===== config.mk =====
export PLATFORM = sky130hd
export DESIGN_NAME = imm_gen
export DESIGN_NICKNAME = d
export VERILOG_FILES = /design/src/rtl/imm_gen_pkg.sv /design/src/rtl/imm_decode.sv /design/src/rtl/imm_gen.sv
export SDC_FILE = /design/constraint.sdc
export NUM_CORES = 1
export LEC_CHECK = 0
export BUFFER_PORTS_ARGS = -buffer_cell sky130_fd_sc_hd__buf_2
export CAP_MARGIN = 40
export CORE_ASPECT_RATIO = 1.75
export CORE_MARGIN = 4
export CORE_UTILIZATION = 45
export CTS_CLUSTER_SIZE = 28
export DETAILED_ROUTE_END_ITERATION = 10
export MAX_ROUTING_LAYER = met4
export PLACE_DENSITY = 0.76
export SETUP_SLACK_MARGIN = 0.3
export SYNTH_ARGS = -nofsm -noshare
export SYNTH_HDL_FRONTEND = slang
export SYNTH_HIERARCHICAL = 1
export SYNTH_SLANG_ARGS = --single-unit

===== constraint.sdc =====
create_clock -name clk -period 0.8 [get_ports clk]
set_input_delay 0.16 -clock clk [delete_from_list [all_inputs] [get_ports clk]]
set_output_delay 0.16 -clock clk [all_outputs]
set_load 0.01 [all_outputs]

===== src/rtl/imm_gen_pkg.sv =====
// Shared widths, format encodings and the request bundle for the immediate generator.
package imm_gen_pkg;

    localparam int IMM_W   = 25;  // instruction bits [31:7]
    localparam int IMM32_W = 32;

    typedef enum logic [2:0] {
        IMM_I = 3'b000,
        IMM_S = 3'b001,
        IMM_B = 3'b010,
        IMM_U = 3'b011,
        IMM_J = 3'b100
    } imm_fmt_e;

    typedef struct packed {
        logic [IMM_W-1:0] imm;
        logic [2:0]       funct;
    } imm_req_t;

endpackage


===== src/rtl/imm_decode.sv =====
// Combinational format decode: raw instruction bits [31:7] to a 32-bit immediate.
module imm_decode
    import imm_gen_pkg::*;
(
    input  logic [IMM_W-1:0]   immediate,
    input  logic [2:0]         funct,
    output logic [IMM32_W-1:0] imm32
);

    logic sgn;
    assign sgn = immediate[24];

    // Reassemble the immediate per format; unknown codes decode to zero.
    always_comb begin
        imm32 = '0;
        case (funct)
            IMM_I: imm32 = {{20{sgn}}, immediate[24:13]};
            IMM_S: imm32 = {{20{sgn}}, immediate[24:18], immediate[4:0]};
            IMM_B: imm32 = {{19{sgn}}, sgn, immediate[0], immediate[23:18],
                            immediate[4:1], 1'b0};
            IMM_U: imm32 = {immediate[24:5], 12'b0};
            IMM_J: imm32 = {{11{sgn}}, sgn, immediate[12:5], immediate[13],
                            immediate[23:14], 1'b0};
            default: imm32 = '0;
        endcase
    end

endmodule


===== src/rtl/imm_gen.sv =====
// Immediate generator: one-cycle registered decode with a valid flag.
module imm_gen
    import imm_gen_pkg::*;
(
    input  logic               clk,
    input  logic               rst_n,
    input  logic [IMM_W-1:0]   immediate,
    input  logic [2:0]         funct,
    input  logic               in_valid,
    output logic [IMM32_W-1:0] imm32,
    output logic               out_valid
);

    imm_req_t           req;
    logic [IMM32_W-1:0] dec;

    assign req = '{imm: immediate, funct: funct};

    imm_decode u_dec (
        .immediate (req.imm),
        .funct     (req.funct),
        .imm32     (dec)
    );

    // Capture the decoded value on accepted input; hold otherwise.
    always_ff @(posedge clk or negedge rst_n) begin
        if (!rst_n) begin
            imm32 <= '0;
        end else if (in_valid) begin
            imm32 <= dec;
        end
    end

    // Valid follows the input by exactly one edge; no backpressure.
    always_ff @(posedge clk or negedge rst_n) begin
        if (!rst_n) begin
            out_valid <= 1'b0;
        end else begin
            out_valid <= in_valid;
        end
    end

endmodule


==> out/qor.txt, run 1 <==
Max-Cap Viols = 0
DR WL/cell = 15.6 um
Crit path capture = imm32[17]
Synth Register Bits = 33
Nets = 290
Number of buffers created by CTS = 5
Width of the die = 57.3 um
Crit share post-route = 124%
Critical path type = flip-flop to output port
Total grt overflow = 0
HPWL after DPL = 3250 um
Initial antenna violation count = 0
Critical path data arrival time = 0.84 ns
P per Cell Area = 1650 nW/um^2
I/O pin total = 64
Post-route insts no fill = 309
Worst Reg2Reg Path Length in Cells = 2
M1 wire length = 1880 um
Period minus WS final = 0.995 ns
Vias in the first global route = 1617
Slew Limit Fails = 0
Reg-to-reg critical path endpoint = imm32[17]
CP max stage delay = 0.41 ns
Slew @ Worst Pin = 0.248 ns
GP Congestion = 0.801
DR WL met3 = 263 um
Top sig layer = met4
Largest net degree at the start of global routing = 34
Failing checks = hold timing, setup timing
Share of layout cells above drive strength 1 = 70.4%
CP max stage cell = dfrtp_1
Root Buffer = clkbuf_8
Fmax = 1000 MHz
Slew margin rel. = 83.4%
Residual DRC = 0
Clk slew on worst S/H paths = 0.07 ns
Post-DRT Antenna Nets = 0
Yosys warns = 6
First-pass GRT wire length = 7760 um
RSZ-0062 raised after global routing = true
Syn_nets = 194
Status = complete, but fails checks
H-tree depth = 2
Syn Inst Count = 163
Area of the multi-input gates = 1120 sq um
Final Setup Violations = 64
Core Area = 4110 sq um
Average cell area after synthesis = 11.7 sq um
Worst VDD drop = 1.29 mV
Routed WL = 4820 um
Hold Path Class = input port to asynchronous set/reset pin
CP Capture Type = output port
Reg-to-Reg Start = imm32[17]
Via count = 1564
Clock sinks = 33
Die area = 5390 sq um
Port bufs = 63
Post-synthesis sequential area ratio = 43.2%
Worst setup path startpoint = imm32[17]
Clock buffer depth = 2
Cell family with most CP delay = flip-flops
Commonest non-fill, non-tap cell in the layout = buf_2
Die H = 94.2 um
FILL cells = 319
CTS tree = built
Most frequent cells in the layout = buf_2 (58), mux2_4 (34), dfrtp_1 (33)
Critical path, cell by cell = buf_6
CP max FO = 2
Levels on crit path = 1
Worst Setup Slack, final = -0.195 ns
Hold WS = -0.177 ns
Final Hold Viols = 33
Crit path required time = 0.64 ns
Antenna fix cells = 0
Initial DRT Pass Iterations = 4
Startpoint Class = flip-flop
R2r setup slk = -0.10 ns
Initial Util = 46.5%
Core Rows = 31
DP Cell Count = 270
Clock Skew = 0 ns
Clk_lat worst skew = 0.28 ns
Buf+Inv Stages, Crit Path = 1
Synth unique cells = 23
GRT Util Overall = 18.9%
Pre-CTS setup slack = -0.692 ns
Met2 wire length = 2610 um
DR vias/cell = 5.06
LEAKAGE = 1.52 nW
Area growth, synth to finish = 48.5%
FF/Latch Area = 826 sq um
Mapped Area = 1910 sq um
Starting DRT DRC Count = 30
-- kinds of logic (layout without fill, tap and decap cells) --
family / after synthesis / after routing / synth area share, %
AND/OR/NAND/NOR: 41 / 43 / 11.1
AO/OA/AOI/OAI: 31 / 31 / 9.10
adder cells (fa/ha/maj): 1 / 1 / 0.589
buffers and inverters: 20 / 115 / 8.32
multiplexers: 37 / 37 / 27.6
flip-flops: 33 / 33 / 43.2
-- what timing repair did --
action                                 in CTS  in global routing
pin swaps                                  12                  6
endpoints found under the hold margin      33                 33
resized for setup                          37                 15
cloned                                      1                  1
buffers inserted                           24                  5
setup endpoints to repair                  65                 65
-- worst min-delay path by stage --
stage / endpoint / slack (ns) / cells past startpoint
6_report: imm32[23] / -0.18 / 2
3_3_place_gp: imm32[2] / 0.13 / 2
2_1_floorplan: imm32[0] / -0.14 / 0
5_1_grt: imm32[27] / -0.17 / 2
4_1_cts: imm32[23] / -0.17 / 2
3_5_place_dp: imm32[23] / 0.14 / 2
-- per-stage QoR --
stage,instance area (sq um),power [mW],hold WS [ns],util (%),setup TNS [ns]
after global routing,2840,4.92,-0.165,69.0,-9.97
after CTS,2720,4.61,-0.172,66.2,-8.29
final,2840,4.69,-0.177,69.0,-8.23
after floorplan,1980,2.72,-0.136,-,-8.20
after global placement,2300,3.09,0.129,55.9,-15.23
after detailed placement,2300,3.12,0.137,55.9,-16.21
-- power breakdown --
group / switching [mW] / internal [mW]
sequential: 0.104 / 1.86
combinational: 0.612 / 0.892
clock: 0.618 / 0.603
-- synthesized netlist by cell type, drive strengths merged --
library cell  instances  area (sq um)
a21oi                17          85.1
and2                  2          12.5
and2b                 2          15.0
and3b                 1          8.76
buf                  11           125
clkbuf                4          15.0
dfrtp                33           826
inv                   5          18.8
maj3                  1          11.3
mux2                 36           518
mux2i                 1          10.0
nand2                22          82.6
nand2b                6          45.0
nor2b                 7          43.8
nor3                  1          5.00
o21ai                 1          5.00
o22ai                12          75.1
o32ai                 1          8.76
-- area by class of cell --
| cell class | count | area share, % |
|---|---|---|
| multi-input cells | 112 | 39.4 |
| flip-flops and latches | 33 | 29.1 |
| repair buffers | 102 | 25.8 |
| clock inverters | 2 | 0.353 |
| clock buffers | 6 | 2.56 |
| inverters | 5 | 0.661 |
| well taps | 49 | 2.16 |
-- per-layer routing --
metal | global-route usage, % | vias up
met5 | - | -
met4 | 5.80 | 0
met3 | 4.26 | 7
met2 | 32.4 | 56
met1 | 21.8 | 748
li1 | - | 753
-- sequential cells by signal, summed over array words and instances (netlist names) --
signal / count
imm32: 32
out_valid: 1
No activity file was read; power rests on OpenSTA's default activity.
==> inputs of run 2 (changes only) <==
--- a/config.mk
+++ b/config.mk
@@ -5,6 +5,7 @@
 export SDC_FILE = /design/constraint.sdc
 export NUM_CORES = 1
 export LEC_CHECK = 0
+export ABC_AREA = 1
 export BUFFER_PORTS_ARGS = -buffer_cell sky130_fd_sc_hd__buf_2
 export CAP_MARGIN = 40
 export CORE_ASPECT_RATIO = 1.75
@@ -15,6 +16,7 @@
 export MAX_ROUTING_LAYER = met4
 export PLACE_DENSITY = 0.76
 export SETUP_SLACK_MARGIN = 0.3
+export SKIP_CTS_REPAIR_TIMING = 1
 export SYNTH_ARGS = -nofsm -noshare
 export SYNTH_HDL_FRONTEND = slang
 export SYNTH_HIERARCHICAL = 1
==> constraint.sdc (replaced) <==
create_clock -name clk -period 0.83 [get_ports clk]
set_input_delay 0.166 -clock clk [delete_from_list [all_inputs] [get_ports clk]]
set_output_delay 0.166 -clock clk [all_outputs]
set_load 0.01 [all_outputs]
==> run 2 against run 1 <==
Effect of this change: the flow still finishes with violations (hold timing, setup timing); sequential cell count stayed put; clock power is 26% higher; core utilization increased by 1.4 points; first-iteration DRC count increased by 93%; count of clock-buffer cells in the layout increased by 1; worst hold slack better by 0.0022 ns; cell count grew 23%; synthesized cell count up 47%; worst setup slack better by 0.035 ns; design area increased by 2.0%; routed wire length is 19% higher; critical endpoint is now imm32[21].
==> out/qor.txt, run 2 <==
H-tree depth = 2 (unchanged)
First-pass GRT wire length = 7590 um (-2.2%)
Failing checks = hold timing, setup timing
FILL cells = 337 (+5.6%)
CP max stage delay = 0.40 ns (about the same)
Hold WS = -0.175 ns (+0.00224 ns)
Slew margin rel. = 80.7% (-2.7 points)
Largest net degree at the start of global routing = 34 (unchanged)
Worst Setup Slack, final = -0.160 ns (+0.0350 ns)
Cell family with most CP delay = flip-flops
Clock Skew = 0 ns (unchanged)
P per Cell Area = 1600 nW/um^2 (-3.0%)
Crit path capture = imm32[21]
Buf+Inv Stages, Crit Path = 1 (unchanged)
Initial DRT Pass Iterations = 4 (unchanged)
Fmax = 1010 MHz
CP max FO = 2 (unchanged)
Die area = 5400 sq um (about the same)
Post-route setup TNS = -4.85 ns (+3.38 ns)
Starting DRT DRC Count = 58 (+93%)
Mapped Area = 1910 sq um (about the same)
Reg-to-Reg Start = imm32[26]
Initial antenna violation count = 0 (unchanged)
Crit path required time = 0.66 ns (+0.02 ns)
RSZ-0062 raised after global routing = true
Synth unique cells = 20 (-13%)
Core Rows = 31 (unchanged)
Xor and xnor area share after synthesis = 0% (unchanged)
Post-synth top cells = nand2_1 (111), dfrtp_1 (33), nand3_1 (19)
Period minus WS final = 0.990 ns
Final Setup Violations = 48 (-25%)
Crit share post-route = 119%
R2r setup slk = 0.09 ns (+0.19 ns)
Syn Inst Count = 239 (+47%)
GRT Util Overall = 18.2% (-0.74 points)
Sequential share of power = 39.8% (-2.1 points)
Vias in the first global route = 1719 (+6.3%)
Largest register FFs = 32 (unchanged)
Status = complete, but fails checks
Clock share of power = 33.2% (+7.2 points)
CTS tree = built
Initial Util = 46.5% (about the same)
Synth Flop Type = dfrtp_1
Comb power frac = 26.9% (-5.2 points)
Count leader, synth = nand2_1
Hold Path Class = input port to asynchronous set/reset pin
I/O pin total = 64 (unchanged)
Most area-hungry cell type in the Yosys netlist = dfrtp_1
Worst setup path startpoint = imm32[21]
Average cell area after synthesis = 8.00 sq um (-32%)
Critical path type = flip-flop to output port
Clk slew on worst S/H paths = 0.06 ns (about the same)
DR vias/cell = 5.15 (+1.8%)
CP max stage cell = dfrtp_1
Worst Reg2Reg Path Length in Cells = 3 (+1)
Width of the die = 57.3 um (about the same)
DR WL/cell = 15.1 um (-3.2%)
Critical path, cell by cell = buf_2
Sw Pwr = 1.34 mW (+0.11%)
LEAKAGE = 1.62 nW (+6.4%)
CP Capture Type = output port
Commonest non-fill, non-tap cell in the layout = nand2_1
GP Congestion = 0.818 (+2.2%)
Port bufs = 63 (unchanged)
Post-synthesis sequential area ratio = 43.2% (about the same)
Syn_nets = 270 (+39%)
Area contributors post-synth = dfrtp_1 (43%), nand2_1 (22%), nand3_2 (5.2%)
Clk_lat worst skew = 0.28 ns (about the same)
Core Area = 4110 sq um (unchanged)
Clock sinks = 33 (unchanged)
HPWL after DPL = 3460 um (+6.3%)
Cell Int Power = 3.30 mW (-1.5%)
EDFF count, synth = 0 (unchanged)
Slew Limit Fails = 0 (unchanged)
Ys async rst share = 100% (unchanged)
Fraction of synthesized area in multiplexers = 0% (-28 points)
Most frequent cells in the layout = nand2_1 (101), buf_2 (56), dfrtp_1 (33)
Synth Area in Simple Gates = 46.7% (+36 points)
Sw Share = 28.8% (+0.32 points)
Post-synthesis adder-cell area fraction = 0% (-0.59 points)
Post-DRT Antenna Nets = 0 (unchanged)
Root Buffer = clkbuf_8
Nets = 360 (+24%)
Max-Cap Viols = 0 (unchanged)
Residual DRC = 0 (unchanged)
Levels on crit path = 1 (unchanged)
Final Hold Viols = 33 (unchanged)
Compound-cell area share of the yosys netlist = 0.524% (-8.6 points)
Total power = 4.64 mW (-1.0%)
Register with the most flip-flops = imm32
Reg-to-reg critical path endpoint = imm32[26]
Yosys top cell area share = 43.2% (about the same)
Critical path data arrival time = 0.82 ns (-0.02 ns)
Routed WL = 5720 um (+19%)
Die H = 94.2 um (about the same)
Share of layout cells above drive strength 1 = 52.1% (-18 points)
Clock buffer depth = 2 (unchanged)
Dominant combinational cell family by area after synthesis = simple AND/OR/NAND/NOR gates
Startpoint Class = flip-flop
Synth Register Bits = 33 (unchanged)
Biggest regs = imm32 x32, out_valid x1
Slew @ Worst Pin = 0.289 ns (+0.0411 ns)
Worst VDD drop = 1.21 mV (-6.3%)
Number of buffers created by CTS = 5 (unchanged)
Yosys warns = 6 (unchanged)
Antenna fix cells = 0 (unchanged)
Total grt overflow = 0 (unchanged)
Area growth, synth to finish = 51.4%
Via count = 1952 (+25%)
## run 2: cell families after synthesis
group	Yosys count
AND/OR/NAND/NOR	183
flip-flops	33
buffers and inverters	21
AO/OA/AOI/OAI	2
## run 2: cell type report
cell class / count / area (sq um) / area share (%)
multi-input cells: 188 / 1140 / 39.4
flip-flops and latches: 33 / 826 / 28.5
repair buffers: 95 / 698 / 24.1
clock buffers: 7 / 86.3 / 2.98
well taps: 49 / 61.3 / 2.12
inverters: 6 / 53.8 / 1.86
clock inverters: 1 / 30.0 / 1.04
## run 2: worst min-delay path by stage
stage	from	to	slack, ns
5_1_grt	rst_n	imm32[1]	-0.17
3_3_place_gp	rst_n	imm32[1]	0.13
2_1_floorplan	rst_n	imm32[0]	-0.13
4_1_cts	rst_n	out_valid	-0.17
3_5_place_dp	rst_n	imm32[1]	0.13
6_report	rst_n	imm32[1]	-0.17
## run 2: metrics by stage
stage / cell area, sq um / worst slack, ns / util, % / instances
2_1_floorplan: 1990 / 0.0811 / - / 239
3_3_place_gp: 2350 / -0.279 / 57.2 / 350
3_5_place_dp: 2350 / -0.306 / 57.2 / 350
4_1_cts: 2470 / -0.163 / 60.1 / 358
5_1_grt: 2900 / -0.188 / 70.4 / 379
6_report: 2900 / -0.160 / 70.4 / 379
## run 2: layer usage
layer / vias to the layer above / GRT usage, % / wire length [um]
met5: - / - / 0
met1: 910 / 20.2 / 2090
met4: 0 / 7.74 / 154
met2: 74 / 31.4 / 3150
met3: 21 / 3.44 / 329
li1: 947 / - / -
## run 2: power by group through the flow
stage | logic [mW] | registers, mW | clock network, mW
finish | 1.25 | 1.85 | 1.54
global route | 1.36 | 1.87 | 1.65
CTS | 0.957 | 1.85 | 1.57
detailed placement | 0.953 | 1.88 | 0
global placement | 0.934 | 1.88 | 0
floorplan | 0.478 | 1.96 | 0
==> inputs of run 3 (changes only) <==
--- a/config.mk
+++ b/config.mk
@@ -10,11 +10,11 @@
 export CAP_MARGIN = 40
 export CORE_ASPECT_RATIO = 1.75
 export CORE_MARGIN = 4
-export CORE_UTILIZATION = 45
+export CORE_UTILIZATION = 50
 export CTS_CLUSTER_SIZE = 28
 export DETAILED_ROUTE_END_ITERATION = 10
 export MAX_ROUTING_LAYER = met4
-export PLACE_DENSITY = 0.76
+export PLACE_DENSITY = 0.8
 export SETUP_SLACK_MARGIN = 0.3
 export SKIP_CTS_REPAIR_TIMING = 1
 export SYNTH_ARGS = -nofsm -noshare
==> constraint.sdc (replaced) <==
create_clock -name clk -period 1.15 [get_ports clk]
set_input_delay 0.23 -clock clk [delete_from_list [all_inputs] [get_ports clk]]
set_output_delay 0.23 -clock clk [all_outputs]
set_load 0.01 [all_outputs]
==> run 3 against run 2 <==
Effect of this change: the flow now finishes without violations; global-route usage increased by 4.4 points; sequential power down 28%; via count is 0.31% lower; register-to-register slack gained 0.34 ns; routed wire length decreased by 8.0%; die area down 8.9%; worst hold slack better by 0.44 ns; clock skew stayed put; sequential share of layout area rose by 3.7 points; non-clock buffer count is 8 lower; core utilization fell by 0.40 points; design area is 11% lower; critical endpoint is now imm32[16]; highest routed layer unchanged.
==> out/qor.txt, run 3 (synthesis results as in run 2) <==
Largest net degree at the start of global routing = 34 (unchanged)
Antenna fix cells = 0 (unchanged)
Crit path required time = 0.92 ns (+0.26 ns)
Clk slew on worst S/H paths = 0.07 ns (about the same)
P per Cell Area = 1260 nW/um^2 (-21%)
Area growth, synth to finish = 34.2%
H-tree depth = 2 (unchanged)
Largest register FFs = 32 (unchanged)
Critical path type = flip-flop to output port
Max-Cap Viols = 0 (unchanged)
Critical path, cell by cell = buf_2
Critical path data arrival time = 0.83 ns (about the same)
Period minus WS final = 1.06 ns
Status = finished, final reports clean
Post-DRT Antenna Nets = 0 (unchanged)
CTS tree = built
Initial antenna violation count = 0 (unchanged)
CP max stage delay = 0.40 ns (about the same)
Residual DRC = 0 (unchanged)
RSZ-0062 raised after global routing = true
Die H = 89.8 um (-4.7%)
Starting DRT DRC Count = 118 (+100%)
Crit share post-route = 92.4%
Initial DRT Pass Iterations = 4 (unchanged)
Initial Util = 52.2% (+5.7 points)
DR vias/cell = 5.30 (+3.0%)
CP max stage cell = dfrtp_1
Startpoint Class = flip-flop
LEAKAGE = 1.49 nW (-7.9%)
GRT Util Overall = 22.6% (+4.4 points)
Most frequent cells in the layout = nand2_1 (111), buf_2 (55), dfrtp_1 (33)
Hold Path Class = input port to flip-flop
Die area = 4920 sq um (-8.9%)
Nets = 351 (-2.5%)
Clk_lat worst skew = 0.28 ns (about the same)
GP Congestion = 0.859 (+5.0%)
Root Buffer = clkbuf_8
First-pass GRT wire length = 8100 um (+6.7%)
Clock buffer depth = 2 (unchanged)
Biggest regs = imm32 x32, out_valid x1
Share of layout cells above drive strength 1 = 41.1% (-11 points)
Core Area = 3660 sq um (-11%)
Routed WL = 5270 um (-8.0%)
Total power = 3.24 mW (-30%)
Cell family with most CP delay = flip-flops
Final instance area = 2570 sq um (-11%)
Vias in the first global route = 1806 (+5.1%)
Total grt overflow = 0 (unchanged)
Width of the die = 54.7 um (-4.4%)
Placed Area = 2220 sq um (-5.7%)
Register with the most flip-flops = imm32
Via count = 1946 (-0.31%)
HPWL after DPL = 3550 um (+2.8%)
CP max FO = 2 (unchanged)
Slew @ Worst Pin = 0.231 ns (-0.0579 ns)
Port bufs = 63 (unchanged)
Fmax = 942 MHz
I/O pin total = 64 (unchanged)
Slew Limit Fails = 0 (unchanged)
Slew margin rel. = 84.6% (+3.9 points)
Worst VDD drop = 0.842 mV (-30%)
Clock sinks = 33 (unchanged)
Core Rows = 29 (-6.5%)
DR WL/cell = 14.3 um (-5.0%)
Clock Skew = 0 ns (unchanged)
Buf+Inv Stages, Crit Path = 1 (unchanged)
Final Hold Viols = 0 (-100%)
Final Setup Violations = 0 (-100%)
Number of buffers created by CTS = 5 (unchanged)
CP Capture Type = output port
Commonest non-fill, non-tap cell in the layout = nand2_1
-- run 3: path summary, 6_finish.rpt --
path	from	to	slack [ns]	cells past startpoint
worst max-delay path	imm32[16]	imm32[16]	0.09	1
worst min-delay path	immediate[8]	imm32[15]	0.26	5
worst max register to register	imm32[6]	imm32[6]	0.43	3
worst min register to register	imm32[22]	imm32[22]	0.47	2
max in group asynchronous	rst_n	imm32[8]	0.54	3
min in group asynchronous	rst_n	imm32[15]	0.42	3
-- run 3: metrics by stage --
step	hold WS [ns]	setup WS [ns]	cells	utilization, %	TNS (ns)
CTS	-0.110	0.0783	351	63.7	0
floorplan	-0.0656	0.307	239	-	0
finish	0.264	0.0880	367	70.0	0
global route	0.285	0.0644	367	70.0	0
global placement	0.198	0.0259	343	60.5	0
detailed placement	0.203	-0.0461	343	60.5	-0.121
-- run 3: area by class of cell --
cell class,count,area [sq um]
Inverter,6,32.5
Timing Repair Buffer,87,564
Sequential cell,33,826
Fill cell,322,1100
Clock inverter,1,30.0
Multi-Input combinational cell,187,970
Clock buffer,7,86.3
Tap cell,46,57.6
-- run 3: report_power, final --
part           total, mW  internal [mW]  switching (mW)
Sequential          1.34           1.27          0.0616
Combinational      0.769          0.339           0.430
Clock               1.13          0.706           0.428
-- run 3: layer usage --
layer  wire (um)  track usage (%)  vias to the layer above  part of all wire [%]
met2        2750             36.3                       76                    52
li1            -                -                      931                     -
met4         228             9.77                        0                   4.3
met3         340             4.30                       24                   6.5
met5           0                -                        -                     0
met1        1940             26.1                      915                    37
